<file path="config.mk">
export PLATFORM = sky130hd
export DESIGN_NAME = multi_digit_elelock
export DESIGN_NICKNAME = d
export VERILOG_FILES = /design/src/rtl/elelock_pkg.sv /design/src/rtl/tenkey_press.sv /design/src/rtl/multi_digit_elelock.sv
export SDC_FILE = /design/constraint.sdc
export NUM_CORES = 1
export LEC_CHECK = 0
export CORE_ASPECT_RATIO = 0.6
export CORE_MARGIN = 3
export CORE_UTILIZATION = 53
export DETAILED_ROUTE_END_ITERATION = 8
export GPL_TIMING_DRIVEN = 1
export PLACE_DENSITY = 0.73
export SETUP_SLACK_MARGIN = 0.02
export SYNTH_ARGS = -nofsm -noshare
export SYNTH_HDL_FRONTEND = slang
export SYNTH_SLANG_ARGS = --single-unit
export TNS_END_PERCENT = 10
</file>
<file path="constraint.sdc">
create_clock -name clk -period 6.85 [get_ports clk]
set_input_delay 1.37 -clock clk [delete_from_list [all_inputs] [get_ports clk]]
set_output_delay 1.37 -clock clk [all_outputs]
set_load 0.02 [all_outputs]
</file>
<file path="src/rtl/elelock_pkg.sv">
// rtl/elelock_pkg.sv - shared types, constants and key encoder for the multi-digit electronic lock
package elelock_pkg;

  typedef enum logic [1:0] {
    LOCKED  = 2'd0,
    CHECK   = 2'd1,
    OPEN    = 2'd2,
    LOCKOUT = 2'd3
  } state_t;

  localparam logic [3:0] KEY_NONE = 4'hF;

  // One-hot 10-key pattern to BCD digit; anything not exactly one-hot maps to KEY_NONE.
  function automatic logic [3:0] keyenc(input logic [9:0] key);
    logic [3:0] digit;
    int         hits;
    digit = KEY_NONE;
    hits  = 0;
    for (int i = 0; i < 10; i++) begin
      if (key[i]) begin
        hits  = hits + 1;
        digit = 4'(i);
      end
    end
    if (hits != 1) digit = KEY_NONE;
    return digit;
  endfunction

endpackage

</file>
<file path="src/rtl/tenkey_press.sv">
// rtl/tenkey_press.sv - keypad input register with one-hot check and release-to-rearm press detect
module tenkey_press
  import elelock_pkg::*;
(
  input  logic       clk,
  input  logic       reset,
  input  logic [9:0] tenkey_i,
  output logic       press_valid_o,
  output logic [3:0] press_digit_o
);

  logic [9:0] key_q;
  logic [9:0] prev_q;
  logic [3:0] digit;

  // Register the keypad once and keep the previous registered value for edge detection.
  always_ff @(posedge clk or posedge reset) begin
    if (reset) begin
      key_q  <= '0;
      prev_q <= '0;
    end else begin
      key_q  <= tenkey_i;
      prev_q <= key_q;
    end
  end

  // A press needs a clean one-hot key right after an all-zero sample, so held or
  // multi-key patterns never produce a digit until the keypad is fully released.
  always_comb begin
    digit         = keyenc(key_q);
    press_valid_o = (digit != KEY_NONE) && (prev_q == '0);
    press_digit_o = digit;
  end

endmodule

</file>
<file path="src/rtl/multi_digit_elelock.sv">
// rtl/multi_digit_elelock.sv - multi-digit code lock with failure counting and timed lockout (option: ENTRY_TIMEOUT_EN)
module multi_digit_elelock
  import elelock_pkg::*;
#(
  parameter int unsigned             DIGITS      = 4,
  parameter logic [4*DIGITS-1:0]     SECRET      = 16'h0007,
  parameter int unsigned             MAX_FAIL    = 3,
  parameter int unsigned             LOCKOUT_CYC = 1024,
  parameter int unsigned             TIMEOUT_CYC = 4096
) (
  input  logic       clk,
  input  logic       reset,
  input  logic [9:0] tenkey,
  input  logic       close,
  output logic       lock,
  output logic       err,
  output logic       lockout,
  output logic [3:0] digit_cnt,
  output logic [3:0] fail_cnt
);

  localparam int unsigned BW = 4 * DIGITS;
  localparam int unsigned CW = $clog2(LOCKOUT_CYC);
  localparam logic [BW-1:0] BUF_CLEAR = {DIGITS{KEY_NONE}};

  if (DIGITS < 1 || DIGITS > 8 || MAX_FAIL < 1 || MAX_FAIL > 15 ||
      LOCKOUT_CYC < 2 || TIMEOUT_CYC < 1) begin : g_bad_params
    $error("multi_digit_elelock: parameter out of range");
  end

  state_t        state_q, state_d;
  logic [BW-1:0] buf_q, buf_d;
  logic [3:0]    cnt_q, cnt_d;
  logic [3:0]    fail_q, fail_d;
  logic          lock_q, lock_d;
  logic [CW-1:0] lo_q, lo_d;
  logic          press_valid;
  logic [3:0]    press_digit;
  logic          timeout_hit;

  tenkey_press u_press (
    .clk           (clk),
    .reset         (reset),
    .tenkey_i      (tenkey),
    .press_valid_o (press_valid),
    .press_digit_o (press_digit)
  );

`ifdef ENTRY_TIMEOUT_EN
  localparam int unsigned IW = $clog2(TIMEOUT_CYC + 1);
  logic [IW-1:0] idle_q, idle_d;
  logic          idle_run;

  // Idle timer for a partial entry: any press, close or leaving LOCKED restarts it.
  always_comb begin
    idle_run    = (state_q == LOCKED) && (cnt_q != 4'd0) && !press_valid && !close;
    timeout_hit = idle_run && (idle_q == IW'(TIMEOUT_CYC - 1));
    idle_d      = (idle_run && !timeout_hit) ? idle_q + 1'b1 : '0;
  end

  // Idle timer register.
  always_ff @(posedge clk or posedge reset) begin
    if (reset) idle_q <= '0;
    else       idle_q <= idle_d;
  end
`else
  assign timeout_hit = 1'b0;
`endif

  // State and datapath registers.
  always_ff @(posedge clk or posedge reset) begin
    if (reset) begin
      state_q <= LOCKED;
      buf_q   <= BUF_CLEAR;
      cnt_q   <= 4'd0;
      fail_q  <= 4'd0;
      lock_q  <= 1'b1;
      lo_q    <= '0;
    end else begin
      state_q <= state_d;
      buf_q   <= buf_d;
      cnt_q   <= cnt_d;
      fail_q  <= fail_d;
      lock_q  <= lock_d;
      lo_q    <= lo_d;
    end
  end

  // Next-state logic: digit collection, code check, open hold and lockout countdown.
  always_comb begin
    state_d = state_q;
    buf_d   = buf_q;
    cnt_d   = cnt_q;
    fail_d  = fail_q;
    lock_d  = lock_q;
    lo_d    = lo_q;
    case (state_q)
      LOCKED: begin
        lock_d = 1'b1;
        if (close) begin
          buf_d = BUF_CLEAR;
          cnt_d = 4'd0;
        end else if (press_valid) begin
          buf_d      = buf_q << 4;
          buf_d[3:0] = press_digit;
          cnt_d      = cnt_q + 4'd1;
          if (cnt_q == 4'(DIGITS - 1)) state_d = CHECK;
        end else if (timeout_hit) begin
          buf_d = BUF_CLEAR;
          cnt_d = 4'd0;
        end
      end
      CHECK: begin
        if (buf_q == SECRET) begin
          state_d = OPEN;
          lock_d  = 1'b0;
          fail_d  = 4'd0;
        end else begin
          fail_d = (fail_q == 4'hF) ? 4'hF : fail_q + 4'd1;
          buf_d  = BUF_CLEAR;
          cnt_d  = 4'd0;
          if (fail_d == 4'(MAX_FAIL)) begin
            state_d = LOCKOUT;
            lo_d    = CW'(LOCKOUT_CYC - 1);
          end else begin
            state_d = LOCKED;
          end
        end
      end
      OPEN: begin
        lock_d = 1'b0;
        if (close) begin
          lock_d  = 1'b1;
          buf_d   = BUF_CLEAR;
          cnt_d   = 4'd0;
          state_d = LOCKED;
        end
      end
      LOCKOUT: begin
        lock_d = 1'b1;
        if (lo_q == '0) begin
          state_d = LOCKED;
          fail_d  = 4'd0;
        end else begin
          lo_d = lo_q - 1'b1;
        end
      end
      default: state_d = LOCKED;
    endcase
  end

  assign lock      = lock_q;
  assign err       = (state_q == CHECK) && (buf_q != SECRET);
  assign lockout   = (state_q == LOCKOUT);
  assign digit_cnt = cnt_q;
  assign fail_cnt  = fail_q;

endmodule

</file>
==> impl_metrics.json, run 1 <==
{
  "ir_drop_v": 0.000229,
  "cp-start-kind": "register",
  "max_freq_ghz": 0.153,
  "final_cells": 483,
  "routed_wl_mm": 8.15,
  "seqPwrFrac_pct": 30.1,
  "finalSetupViolations": 0,
  "grt_overflow": 0,
  "grt_max_degree": 58,
  "swShare_pct": 38.0,
  "syn_area_sq_um": 3640,
  "clkLatencyLatePin_ns": 0.32,
  "fin_util_pct": 67.1,
  "area_delta_synth_final_pct": 17.7,
  "die_width_microns": 113,
  "track_usage_pct": 21.5,
  "cp-startpoint": "u_press.key_q[0]",
  "rows": 22,
  "synthCells": 366,
  "hp-class": "register to register",
  "clkPwrFrac_pct": 27.5,
  "skew_ns": 0.00476,
  "internal_power_uw": 996,
  "multiInputGateArea_sq_um": 2050,
  "maxSlewHeadroom_pct": 31.5,
  "io_buffers": 23,
  "final-seq-area_sq_um": 1450,
  "hold_viol": 0,
  "r2r_cells": 33,
  "ys_ff_latch": 57,
  "synth_largest_area_cell": "dfrtp_1",
  "crit_end": "digit_cnt[3]",
  "rr_startpoint": "u_press.key_q[0]",
  "viasPerCell": 5.93,
  "finalCriticalPeriod_ns": 6.54,
  "drtPass1Iterations": 4,
  "avgRoutedWirePerCell_microns": 16.9,
  "synth-async-reset-ratio_pct": 100,
  "final_area_sq_um": 4290,
  "cts.sinks": 57,
  "yosys-top-cells-count": "dfrtp_1 (40), nand2_1 (31), inv_1 (25)",
  "nFillCells": 490,
  "fp.coreArea_sq_um": 6390,
  "maxCapViolCount": 0,
  "hpwlAfterDp_mm": 5.81,
  "tightest_slew_ns": 1.03,
  "h-tree-depth": 3,
  "die_area_sq_um": 7940,
  "grt_pass1_wl_mm": 13.4,
  "reg2reg_slack_ns": 0.31,
  "p_comb_share_pct": 42.4,
  "crit_path_end_kind": "register",
  "yosysSeqAreaShare_pct": 39.7,
  "postSynthAreaPerCell_sq_um": 9.95,
  "grt_pass1_vias": 2770,
  "antenna_found_initial": 0,
  "switchingPower_uw": 609,
  "finalPower_mw": 1.61,
  "cp.arrival_ns": 6.75,
  "start_util_pct": 57.1,
  "pin_count": 24,
  "r2r-end": "digit_cnt[3]",
  "clockBufferDepth": 2,
  "cts_buffers": 9,
  "place_congestion": 0.847,
  "required_ns": 7.05,
  "synth.area.top_cells": "dfrtp_1 (27%), dfstp_2 (12%), ha_1 (6.2%), xnor3_1 (4.3%), nand2_1 (3.2%)",
  "cpMaxStageDelayCell": "dfrtp_1",
  "path_class": "register to register",
  "drive_above_1_share_pct": 14.5,
  "clk_pin_slew_ns": 0.05,
  "power.density_nw_per_um2": 374,
  "drt_iter0_drc": 217,
  "synth_most_common_cell": "dfrtp_1",
  "cpPeakStageDelay_ns": 0.40,
  "status": "finished, final reports clean",
  "synth_nets": 397,
  "cpMostUsedCell": "ha_1",
  "finalCritPeriodShare_pct": 95.5,
  "drcViolationCount": 0,
  "vias": 2865,
  "drtAntennaViolNets": 0,
  "yosysUniqueCellTypes": 62,
  "ys_dominant_reg_cell": "dfrtp_1",
  "crit_fanout": 10,
  "cts-root-buf": "clkbuf_16",
  "power_leakage_nw": 1.79,
  "nets": 425,
  "cts_tree": "done",
  "report.final.slew_viol_count": 0,
  "ys_warn_count": 0,
  "die_h_microns": 70.2,
  "place_area_sq_um": 3920,
  "synth_edf_count": 0,
  "dpl.cell_count": 460,
  "antennaDiodeCount": 0,
  "yosys.area.top_type_share_pct": 27.5,
  "tns_ns": 0
}
[sequential cells by signal (all words and copies together) (netlist names)]
name            flops
buf_q              16
lo_q               10
u_press.key_q      10
u_press.prev_q     10
digit_cnt           4
fail_cnt            4
state_q             2
lock                1
[through the flow]
| step | hold WS, ns | worst slack, ns |
|---|---|---|
| after floorplan | 0.349 | 0.911 |
| after global placement | 0.386 | 0.239 |
| after detailed placement | 0.417 | -0.0189 |
| after CTS | 0.427 | 0.245 |
| after global routing | 0.429 | -0.00266 |
| final | 0.424 | 0.309 |
[metal layers]
layer,up-vias,part of all wire [%],GRT usage [%]
met5,-,0,0
met4,0,0.90,5.47
met3,10,4.5,7.79
met2,79,41,28.8
met1,1391,53,32.5
li1,1385,-,-
[how the worst min path moves through the flow]
stage / depth (start not counted) / start / to / slack (ns)
3_3_place_gp: 0 / u_press.key_q[1] / u_press.prev_q[1] / 0.39
5_1_grt: 0 / u_press.key_q[1] / u_press.prev_q[1] / 0.43
2_1_floorplan: 0 / u_press.key_q[3] / u_press.prev_q[3] / 0.35
6_report: 0 / u_press.key_q[1] / u_press.prev_q[1] / 0.42
3_5_place_dp: 0 / u_press.key_q[1] / u_press.prev_q[1] / 0.42
4_1_cts: 0 / u_press.key_q[1] / u_press.prev_q[1] / 0.43
[logic make-up (layout without fill, tap and decap cells)]
family                     count (synthesis)  in the layout  synth area share [%]
buffers and inverters                     41             72                  4.91
and+or+nand+nor                          135            137                  20.4
adders and majority gates                 18             18                  6.18
xor gates and xnor gates                  28             28                  9.38
muxes                                     11             11                  3.74
AOI/OAI and AO/OA                         76             76                  15.7
DFF                                       57             57                  39.7
[power by group through the flow]
stage          Clock, mW  Sequential (mW)  Combinational, mW
2_1_floorplan          0            0.486              0.475
3_3_place_gp           0            0.482              0.620
3_5_place_dp           0            0.485              0.644
4_1_cts            0.450            0.482              0.651
5_1_grt            0.469            0.494              0.750
6_report           0.441            0.484              0.681
[cell usage in the layout (no fill, tap or decap), types with 12 or more instances in the layout]
cell,count
dfstp_2,17
nand2_1,31
dfrtp_1,40
o31a_1,13
a21oi_1,15
nand3_1,13
inv_1,24
clkdlybuf4s50_1,23
or3_1,17
xnor2_1,12
nor2_1,12
ha_1,16
[final cells by class]
type                       instances  area share [%]
sequential                        57            33.8
inverter                          25            2.19
multi-input combinational        270            47.8
clock inverter                     3           0.934
timing repair buffer              31            6.77
clock buffer                      13            6.07
tap                               84            2.45
[critical path, delay by kind of cell (launching register included)]
kind / cells / cell delay (ns)
adders and majority gates: 8 / 2.36
AOI/OAI and AO/OA: 10 / 1.73
and+or+nand+nor: 6 / 0.69
buffers and inverters: 6 / 0.66
muxes: 2 / 0.43
DFF: 1 / 0.40
xor gates and xnor gates: 1 / 0.16
[repair_timing]
| item | CTS | global route |
|---|---|---|
| pin swaps | 1 | 4 |
| buffers inserted | 1 | 4 |
| endpoints found under the setup margin | 19 | 20 |
| resized for setup | 1 | 3 |
| hold buffers | 0 | 0 |
| gates cloned | 0 | 2 |
(Power assumes the default switching activity.)
==> run 2: changes to the inputs <==
==> constraint.sdc (replaced) <==
create_clock -name clk -period 6.85 [get_ports clk]
set_input_delay 2.055 -clock clk [delete_from_list [all_inputs] [get_ports clk]]
set_output_delay 2.055 -clock clk [all_outputs]
set_load 0.02 [all_outputs]
==> results of run 2 <==
Same layout as run 1 (identical final DEF). Status: finished, final reports clean.
==> run 3: changes to the inputs <==
Settings changed: ABC_CLOCK_PERIOD_IN_PS set to 6850.
==> results of run 3 <==
Same layout as run 1 (identical final DEF). Status: finished, final reports clean.
